### config.mk
export PLATFORM = sky130hd
export DESIGN_NAME = data_fifo
export DESIGN_NICKNAME = d
export VERILOG_FILES = /design/src/rtl/data_fifo.sv
export SDC_FILE = /design/constraint.sdc
export NUM_CORES = 1
export LEC_CHECK = 0
export BUFFER_PORTS_ARGS = -buffer_cell sky130_fd_sc_hd__buf_2
export CORE_MARGIN = 1.5
export CORE_UTILIZATION = 41
export CTS_CLUSTER_SIZE = 30
export DETAILED_ROUTE_END_ITERATION = 10
export PLACE_DENSITY = 0.6
export SLEW_MARGIN = 10
export SYNTH_ARGS = -nofsm -noshare
export SYNTH_HDL_FRONTEND = slang
export SYNTH_SLANG_ARGS = --single-unit
### constraint.sdc
create_clock -name clk -period 5.59 [get_ports clk]
set_clock_uncertainty 0.15 [all_clocks]
set_input_delay 1.677 -clock clk [delete_from_list [all_inputs] [get_ports clk]]
set_output_delay 1.677 -clock clk [all_outputs]
set_load 0.02 [all_outputs]
### src/rtl/data_fifo.sv
// data_fifo: single-clock FIFO with registered read data, occupancy and sticky error flags
module data_fifo #(
  parameter int WIDTH  = 8,
  parameter int DEPTH  = 4,
  parameter int ADDR_W = 2
) (
  input  logic              clk,
  input  logic              rst_n,
  input  logic              wr_en,
  input  logic [WIDTH-1:0]  wr_data,
  input  logic              rd_en,
  output logic [WIDTH-1:0]  rd_data,
  output logic              rd_valid,
  output logic              full,
  output logic              empty,
  output logic [ADDR_W:0]   count,
  output logic              overflow,
  output logic              underflow,
  input  logic              clr_err
);
  logic [WIDTH-1:0]  mem [0:DEPTH-1];
  logic [ADDR_W-1:0] wr_ptr, rd_ptr;
  logic              wr_acc, rd_acc;
  assign full   = count == (ADDR_W+1)'(DEPTH);
  assign empty  = count == '0;
  assign rd_acc = rd_en & ~empty;
  assign wr_acc = wr_en & (~full | rd_acc);
  always_ff @(posedge clk)
    if (wr_acc) mem[wr_ptr] <= wr_data;
  // pointers wrap naturally because DEPTH == 2**ADDR_W
  always_ff @(posedge clk) begin
    if (!rst_n) begin
      wr_ptr    <= '0;
      rd_ptr    <= '0;
      count     <= '0;
      rd_data   <= '0;
      rd_valid  <= 1'b0;
      overflow  <= 1'b0;
      underflow <= 1'b0;
    end else begin
      if (wr_acc) wr_ptr <= wr_ptr + ADDR_W'(1);
      if (rd_acc) begin
        rd_ptr  <= rd_ptr + ADDR_W'(1);
        rd_data <= mem[rd_ptr];
      end
      rd_valid  <= rd_acc;
      count     <= wr_acc & ~rd_acc ? count + (ADDR_W+1)'(1) :
                   rd_acc & ~wr_acc ? count - (ADDR_W+1)'(1) : count;
      overflow  <= (wr_en & ~wr_acc) | (overflow & ~clr_err);
      underflow <= (rd_en & ~rd_acc) | (underflow & ~clr_err);
    end
  end
endmodule
==> flow_metrics.env, run 1 <==
export IMPL_status="finished, final reports clean"
export IMPL_synth_area_sq_um=1980
export IMPL_slowest_stage="nor2b_1"
export IMPL_die_y_um=72.5
export IMPL_period_minus_slack_ns=3.49
export IMPL_synthMuxAreaShare=0.106
export IMPL_grt_pass1_vias=1141
export IMPL_cpLargestDelayFamily="simple AND/OR/NAND/NOR gates"
export IMPL_ys_seq_area_frac=0.667
export IMPL_gp_congestion=0.693
export IMPL_crit_chain="buf_2 > nor4b_2 > nor2b_1 > ha_1 > inv_1 > fa_1 > xor2_1 > or3_1 > a21oi_1"
export IMPL_grt_total_usage=0.147
export IMPL_grt_antenna_before_repair=0
export IMPL_max_freq_ghz=0.287
export IMPL_vias_per_cell=5.12
export IMPL_dp_hpwl_mm=2.33
export IMPL_worstSetupEndpointType="register"
export IMPL_critPathKind="in -> reg"
export IMPL_synth_top_family_by_area="multiplexers"
export IMPL_overflow=0
export IMPL_fin_setup_tns_ns=0
export IMPL_port_buffers=28
export IMPL_area_delta_synth_final_pct=13.5
export IMPL_synth_fa_ha_area_frac=0.0417
export IMPL_fin_nets=174
export IMPL_synthCells=126
export IMPL_post_cts_setup_buffer_count=0
export IMPL_first_pass_iters=3
export IMPL_avgRoutedWirePerCell_um=16.6
export IMPL_cp_num_buf_inv=2
export IMPL_vdd_ir_drop_max_mv=0.200
export IMPL_ctsHoldBuffers=0
export IMPL_io_pins=29
export IMPL_finalCritPeriodShare=0.624
export IMPL_synth_ff_latch_count=50
export IMPL_drt_wl_total_mm=3.49
export IMPL_synth_compound_area_share=0.0543
export IMPL_clk_latency_ns=0.30
export IMPL_r2r_slack_ns=3.00
export IMPL_slew_headroom=0.553
export IMPL_critPathMaxFanout=7
export IMPL_diodes=0
export IMPL_worst_slew_pin_slew_ns=0.670
export IMPL_drt_initial_drc_count=25
export IMPL_critPathLaunchType="input pin"
export IMPL_ys_types=27
export IMPL_cts_buffer_depth=2
export IMPL_rows=25
export IMPL_synth_fp_nets=145
export IMPL_arrival_ns=3.58
export IMPL_rsz0062_at_grt="false"
export IMPL_synth_xor_area_frac=0.0177
export IMPL_grt_max_degree=16
export IMPL_vias=1075
export IMPL_worstPathRequired_ns=5.68
export IMPL_worst_hold_slack_ns=0.317
export IMPL_hold_violations=0
export IMPL_cts_num_sinks=50
export IMPL_grt_pass1_wl_mm=5.55
export IMPL_setup_viol=0
export IMPL_final_cell_area_sq_um=2250
export IMPL_fp_dieArea_sq_um=5260
export IMPL_cts_tree="built"
export IMPL_root_buffer="clkbuf_8"
export IMPL_cts_resized=0
export IMPL_coreArea_sq_um=4690
export IMPL_clk_pin_slew_worst_paths_ns=0.09
export IMPL_ant_nets=0
export IMPL_drc=0
export IMPL_slew_viol_final=0
export IMPL_leakagePower_nw=0.835
export IMPL_cts_buffers=5
export IMPL_drive_gt1_frac=0.308
export IMPL_drv_cap=0
export IMPL_avgSynthCellArea_sq_um=15.7
export IMPL_cpPeakStageDelay_ns=0.42
export IMPL_synthSimpleGateAreaFrac=0.0789
export IMPL_post_dp_cell_area_sq_um=2140
export IMPL_ys_warn_count=0
export IMPL_die_w_um=72.5
export IMPL_initial_core_util=0.422
export IMPL_h_tree_depth=2
export IMPL_power_density_nw_per_um2=460
export IMPL_hold_class="reg -> reg"
==> synthesized netlist by cell type <==
cell type	number	area, sq um
a21oi_1	3	15.0
xor2_1	3	26.3
buf_6	3	33.8
o2bb2ai_1	8	70.1
nor3b_1	1	7.51
nor2_1	6	22.5
edfxtp_1	32	961
clkbuf_1	1	3.75
buf_4	1	7.51
o21ai_0	1	5.00
and2_2	4	30.0
fa_1	1	20.0
clkbuf_2	1	5.00
ha_1	5	62.6
nand2_1	12	45.0
xnor2_1	1	8.76
nor3_1	1	5.00
mux2i_1	3	30.0
and2_1	1	6.26
o31a_1	1	8.76
dfxtp_1	18	360
nor2b_1	3	18.8
nor4b_2	1	15.0
inv_1	5	18.8
or3_1	1	6.26
mux4_2	8	180
o311ai_0	1	8.76
==> state kept, by name, indices dropped and copies added (netlist names) <==
signal	flops
overflow	1
rd_data	8
mem	32
count	3
rd_valid	1
rd_ptr	2
underflow	1
wr_ptr	2
==> worst register-to-register path: stages, from the launching register on <==
cell and delay, ns:
dfxtp_1 0.54, nor4b_2 0.11, nor2b_1 0.42, ha_1 0.27, inv_1 0.06, fa_1 0.37
xor2_1 0.16, or3_1 0.30, a21oi_1 0.14
==> cells in the final DEF, fill, tap and decap left out, types with 3 or more instances in the layout <==
cell,instances
o2bb2ai_1,8
dfxtp_1,18
nor2b_1,3
mux2i_1,3
buf_2,28
clkbuf_8,5
mux4_2,8
nand2_1,12
a21oi_1,3
xor2_1,3
edfxtp_1,32
ha_1,5
nor2_1,6
and2_2,4
inv_1,5
==> power breakdown <==
part,switching [W],total (W),internal (W),leakage (nW)
registers,0.0000614,0.000510,0.000449,0.441
clock network,0.000117,0.000250,0.000134,0.0514
logic,0.000149,0.000275,0.000126,0.343
==> kinds of logic (layout without fill, tap and decap cells) <==
logic type / Yosys count / after routing
AO/OA/AOI/OAI: 14 / 14
XOR/XNOR: 4 / 4
adder cells (fa/ha/maj): 6 / 6
buffers and inverters: 11 / 41
flip-flops: 50 / 50
multiplexers: 11 / 11
AND/OR/NAND/NOR: 30 / 30
==> layout make-up <==
| type | count | area (sq um) |
|---|---|---|
| fill | 401 | 2440 |
| tap | 54 | 67.6 |
| clock buffer | 6 | 72.6 |
| sequential | 50 | 1320 |
| timing repair buffer | 28 | 140 |
| multi-input combinational | 65 | 592 |
| inverter | 5 | 18.8 |
| clock inverter | 2 | 37.5 |
==> stage by stage <==
stage	util	power [W]	setup WS, ns	cells
floorplan	-	0.000722	2.24	126
CTS	0.479	0.00105	2.09	210
global placement	0.456	0.000782	1.89	202
global route	0.479	0.00109	1.98	210
detailed placement	0.456	0.000800	1.79	202
finish	0.479	0.00104	2.10	210
==> routing by layer <==
layer | part of all wire | global-route usage
met1 | 0.43 | 0.174
met2 | 0.52 | 0.254
met3 | 0.036 | 0.0458
met4 | 0.011 | 0.0482
met5 | 0 | 0
==> path summary, 6_finish.rpt <==
| kind | start | end | cells past startpoint |
|---|---|---|---|
| min reg2reg | rd_data[7] | rd_data[7] | 2 |
| max reg2reg | count[0] | count[2] | 8 |
| max | rd_en | count[2] | 9 |
| min | rd_data[7] | rd_data[7] | 2 |
(Power assumes the default switching activity.)
==> run 2: changes to the inputs <==
--- a/config.mk
+++ b/config.mk
@@ -5,12 +5,13 @@
 export SDC_FILE = /design/constraint.sdc
 export NUM_CORES = 1
 export LEC_CHECK = 0
+export ABC_AREA = 1
 export BUFFER_PORTS_ARGS = -buffer_cell sky130_fd_sc_hd__buf_2
 export CORE_MARGIN = 1.5
 export CORE_UTILIZATION = 41
 export CTS_CLUSTER_SIZE = 30
 export DETAILED_ROUTE_END_ITERATION = 10
-export PLACE_DENSITY = 0.6
+export PLACE_DENSITY = 0.61
 export SLEW_MARGIN = 10
 export SYNTH_ARGS = -nofsm -noshare
 export SYNTH_HDL_FRONTEND = slang
==> constraint.sdc (replaced) <==
create_clock -name clk -period 2.83 [get_ports clk]
set_clock_uncertainty 0.15 [all_clocks]
set_input_delay 0.849 -clock clk [delete_from_list [all_inputs] [get_ports clk]]
set_output_delay 0.849 -clock clk [all_outputs]
set_load 0.02 [all_outputs]
==> flow_metrics.env, run 2 <==
export IMPL_grt_max_degree=20
export IMPL_clk_pin_slew_worst_paths_ns=0.09
export IMPL_grt_pass1_vias=1394
export IMPL_synth_area_leaders="edfxtp_1 43%, dfxtp_1 16%, nand2_1 12%"
export IMPL_p_int_w=0.00149
export IMPL_slew_viol_final=0
export IMPL_diodes=0
export IMPL_vdd_ir_drop_max_mv=0.381
export IMPL_avgSynthCellArea_sq_um=8.83
export IMPL_synth_ff_latch_count=50
export IMPL_crit_chain="buf_2 > inv_1 > nand3_1 > nand2_1 > inv_1 > ha_1 > inv_1 > fa_1 > inv_1 > nand2_1 > nand3_1 > nand2_1 > nand2_1 > nor2_1"
export IMPL_cts_buffers=5
export IMPL_die_y_um=77.1
export IMPL_h_tree_depth=2
export IMPL_fin_nets=307
export IMPL_finalNonFillerCells=359
export IMPL_async_flop_share=0
export IMPL_root_buffer="clkbuf_8"
export IMPL_cts_buffer_depth=2
export IMPL_utilization=0.499
export IMPL_largestRegisters="mem (32), rd_data (8), count (3)"
export IMPL_post_cts_setup_buffer_count=0
export IMPL_initial_core_util=0.432
export IMPL_final_common_cell="nand2_1"
export IMPL_worstPathRequired_ns=2.88
export IMPL_ys_warn_count=0
export IMPL_synth_fp_nets=274
export IMPL_drt_initial_drc_count=47
export IMPL_swShare=0.342
export IMPL_yosys_cell_count_top_type="nand2_1"
export IMPL_worstSetupEndpointType="register"
export IMPL_grt_total_usage=0.145
export IMPL_slowest_stage="fa_1"
export IMPL_finalCritPeriodShare=0.814
export IMPL_post_place_cells=351
export IMPL_overflow=0
export IMPL_synth_edff_count=32
export IMPL_cts_tree="built"
export IMPL_setup_viol=0
export IMPL_coreArea_sq_um=5200
export IMPL_io_pins=29
export IMPL_drive_gt1_frac=0.156
export IMPL_fp_dieArea_sq_um=5940
export IMPL_synth_top_area_cell="edfxtp_1"
export IMPL_fin_setup_tns_ns=0
export IMPL_rsz0062_at_grt="false"
export IMPL_rows=26
export IMPL_switching_power_w=0.000774
export IMPL_power_density_nw_per_um2=872
export IMPL_seq_power_share=0.442
export IMPL_worst_hold_slack_ns=0.314
export IMPL_synthFlopType="edfxtp_1"
export IMPL_ant_nets=0
export IMPL_worst_slew_pin_slew_ns=0.813
export IMPL_port_buffers=28
export IMPL_top_register="mem"
export IMPL_ys_seq_area_frac=0.587
export IMPL_netlist_area_leader_share=0.427
export IMPL_status="finished, final reports clean"
export IMPL_synthTopCellsByCount="71 x nand2_1, 56 x inv_1, 32 x edfxtp_1"
export IMPL_dp_hpwl_mm=2.63
export IMPL_first_pass_iters=4
export IMPL_synth_area_sq_um=2250
export IMPL_critPathMaxFanout=5
export IMPL_slew_headroom=0.457
export IMPL_cts_num_sinks=50
export IMPL_fin_ws_ns=0.526
export IMPL_gp_congestion=0.713
export IMPL_drt_wl_total_mm=3.97
export IMPL_area_delta_synth_final_pct=15.3
export IMPL_hold_violations=0
export IMPL_ctsHoldBuffers=0
export IMPL_leakagePower_nw=1.27
export IMPL_critPathKind="in -> reg"
export IMPL_drc=0
export IMPL_largest_reg_flops=32
export IMPL_avgRoutedWirePerCell_um=11.0
export IMPL_clock_power_share=0.259
export IMPL_cts_resized=0
export IMPL_period_minus_slack_ns=2.30
export IMPL_vias_per_cell=4.36
export IMPL_max_freq_ghz=0.434
export IMPL_grt_antenna_before_repair=0
export IMPL_synthCells=255
export IMPL_vias=1567
export IMPL_grt_pass1_wl_mm=6.50
export IMPL_critPathLaunchType="input pin"
export IMPL_cpPeakStageDelay_ns=0.38
export IMPL_comb_power_share=0.299
export IMPL_hold_class="reg -> reg"
export IMPL_dpl_worst_slack_ns=0.210
export IMPL_clk_latency_ns=0.30
export IMPL_die_w_um=77.1
export IMPL_ys_types=21
export IMPL_drv_cap=0
export IMPL_layout_common_cells="71 x nand2_1, 56 x inv_1, 32 x edfxtp_1, 28 x nor2_1, 28 x buf_2"
export IMPL_arrival_ns=2.36
## run 2: cell count changes after synthesis, moves of 8 or more
| cell | delta |
|---|---|
| nand2_1 | +59 |
| inv_1 | +51 |
| nand3_1 | +22 |
| nor2_1 | +22 |
| mux4_2 | -8 |
| o2bb2ai_1 | -8 |
## run 2: cell families after synthesis
kind of cell	share of synthesized area
flops	0.587
fa+ha+maj	0.0367
buf+inv	0.125
xor+xnor	0.00389
compound gates	0.0156
simple gates	0.232
## run 2: worst paths after layout
path	start	endpoint	slack, ns	cells after the start
worst max-delay path	rd_en	count[2]	0.53	14
worst min-delay path	underflow	underflow	0.31	2
worst max register to register	count[0]	count[2]	0.69	13
worst min register to register	underflow	underflow	0.31	2
## run 2: critical path, delay by kind of cell
kind | cells | cell delay (ns)
simple gates | 7 | 0.56
fa+ha+maj | 2 | 0.54
buf+inv | 5 | 0.40
## run 2: metal layers
layer  vias to the layer above  track usage  share of wire
met4                         0       0.0655          0.023
li1                        835            -              -
met3                         8       0.0452          0.040
met5                         -            0              0
met2                        32        0.235           0.48
met1                       692        0.176           0.46
## run 2: through the flow
step / total power, W / instance area (sq um)
after global placement: 0.00169 / 2460
after detailed placement: 0.00170 / 2460
final: 0.00226 / 2590
after floorplan: 0.00153 / 2250
after CTS: 0.00229 / 2590
after global routing: 0.00242 / 2590
## run 2: final cells by class
cell class,instances,area [sq um]
timing repair buffer,33,178
inverter,58,223
clock buffer,5,68.8
sequential,50,1320
fill,503,2610
tap,70,87.6
clock inverter,3,68.8
multi-input combinational,140,648
## run 2: power groups by stage
stage	Clock [W]	Combinational (W)	Sequential [W]
4_1_cts	0.000601	0.000688	0.00100
5_1_grt	0.000625	0.000775	0.00102
6_report	0.000585	0.000677	0.00100
3_3_place_gp	0	0.000675	0.00101
3_5_place_dp	0	0.000684	0.00102
2_1_floorplan	0	0.000481	0.00105
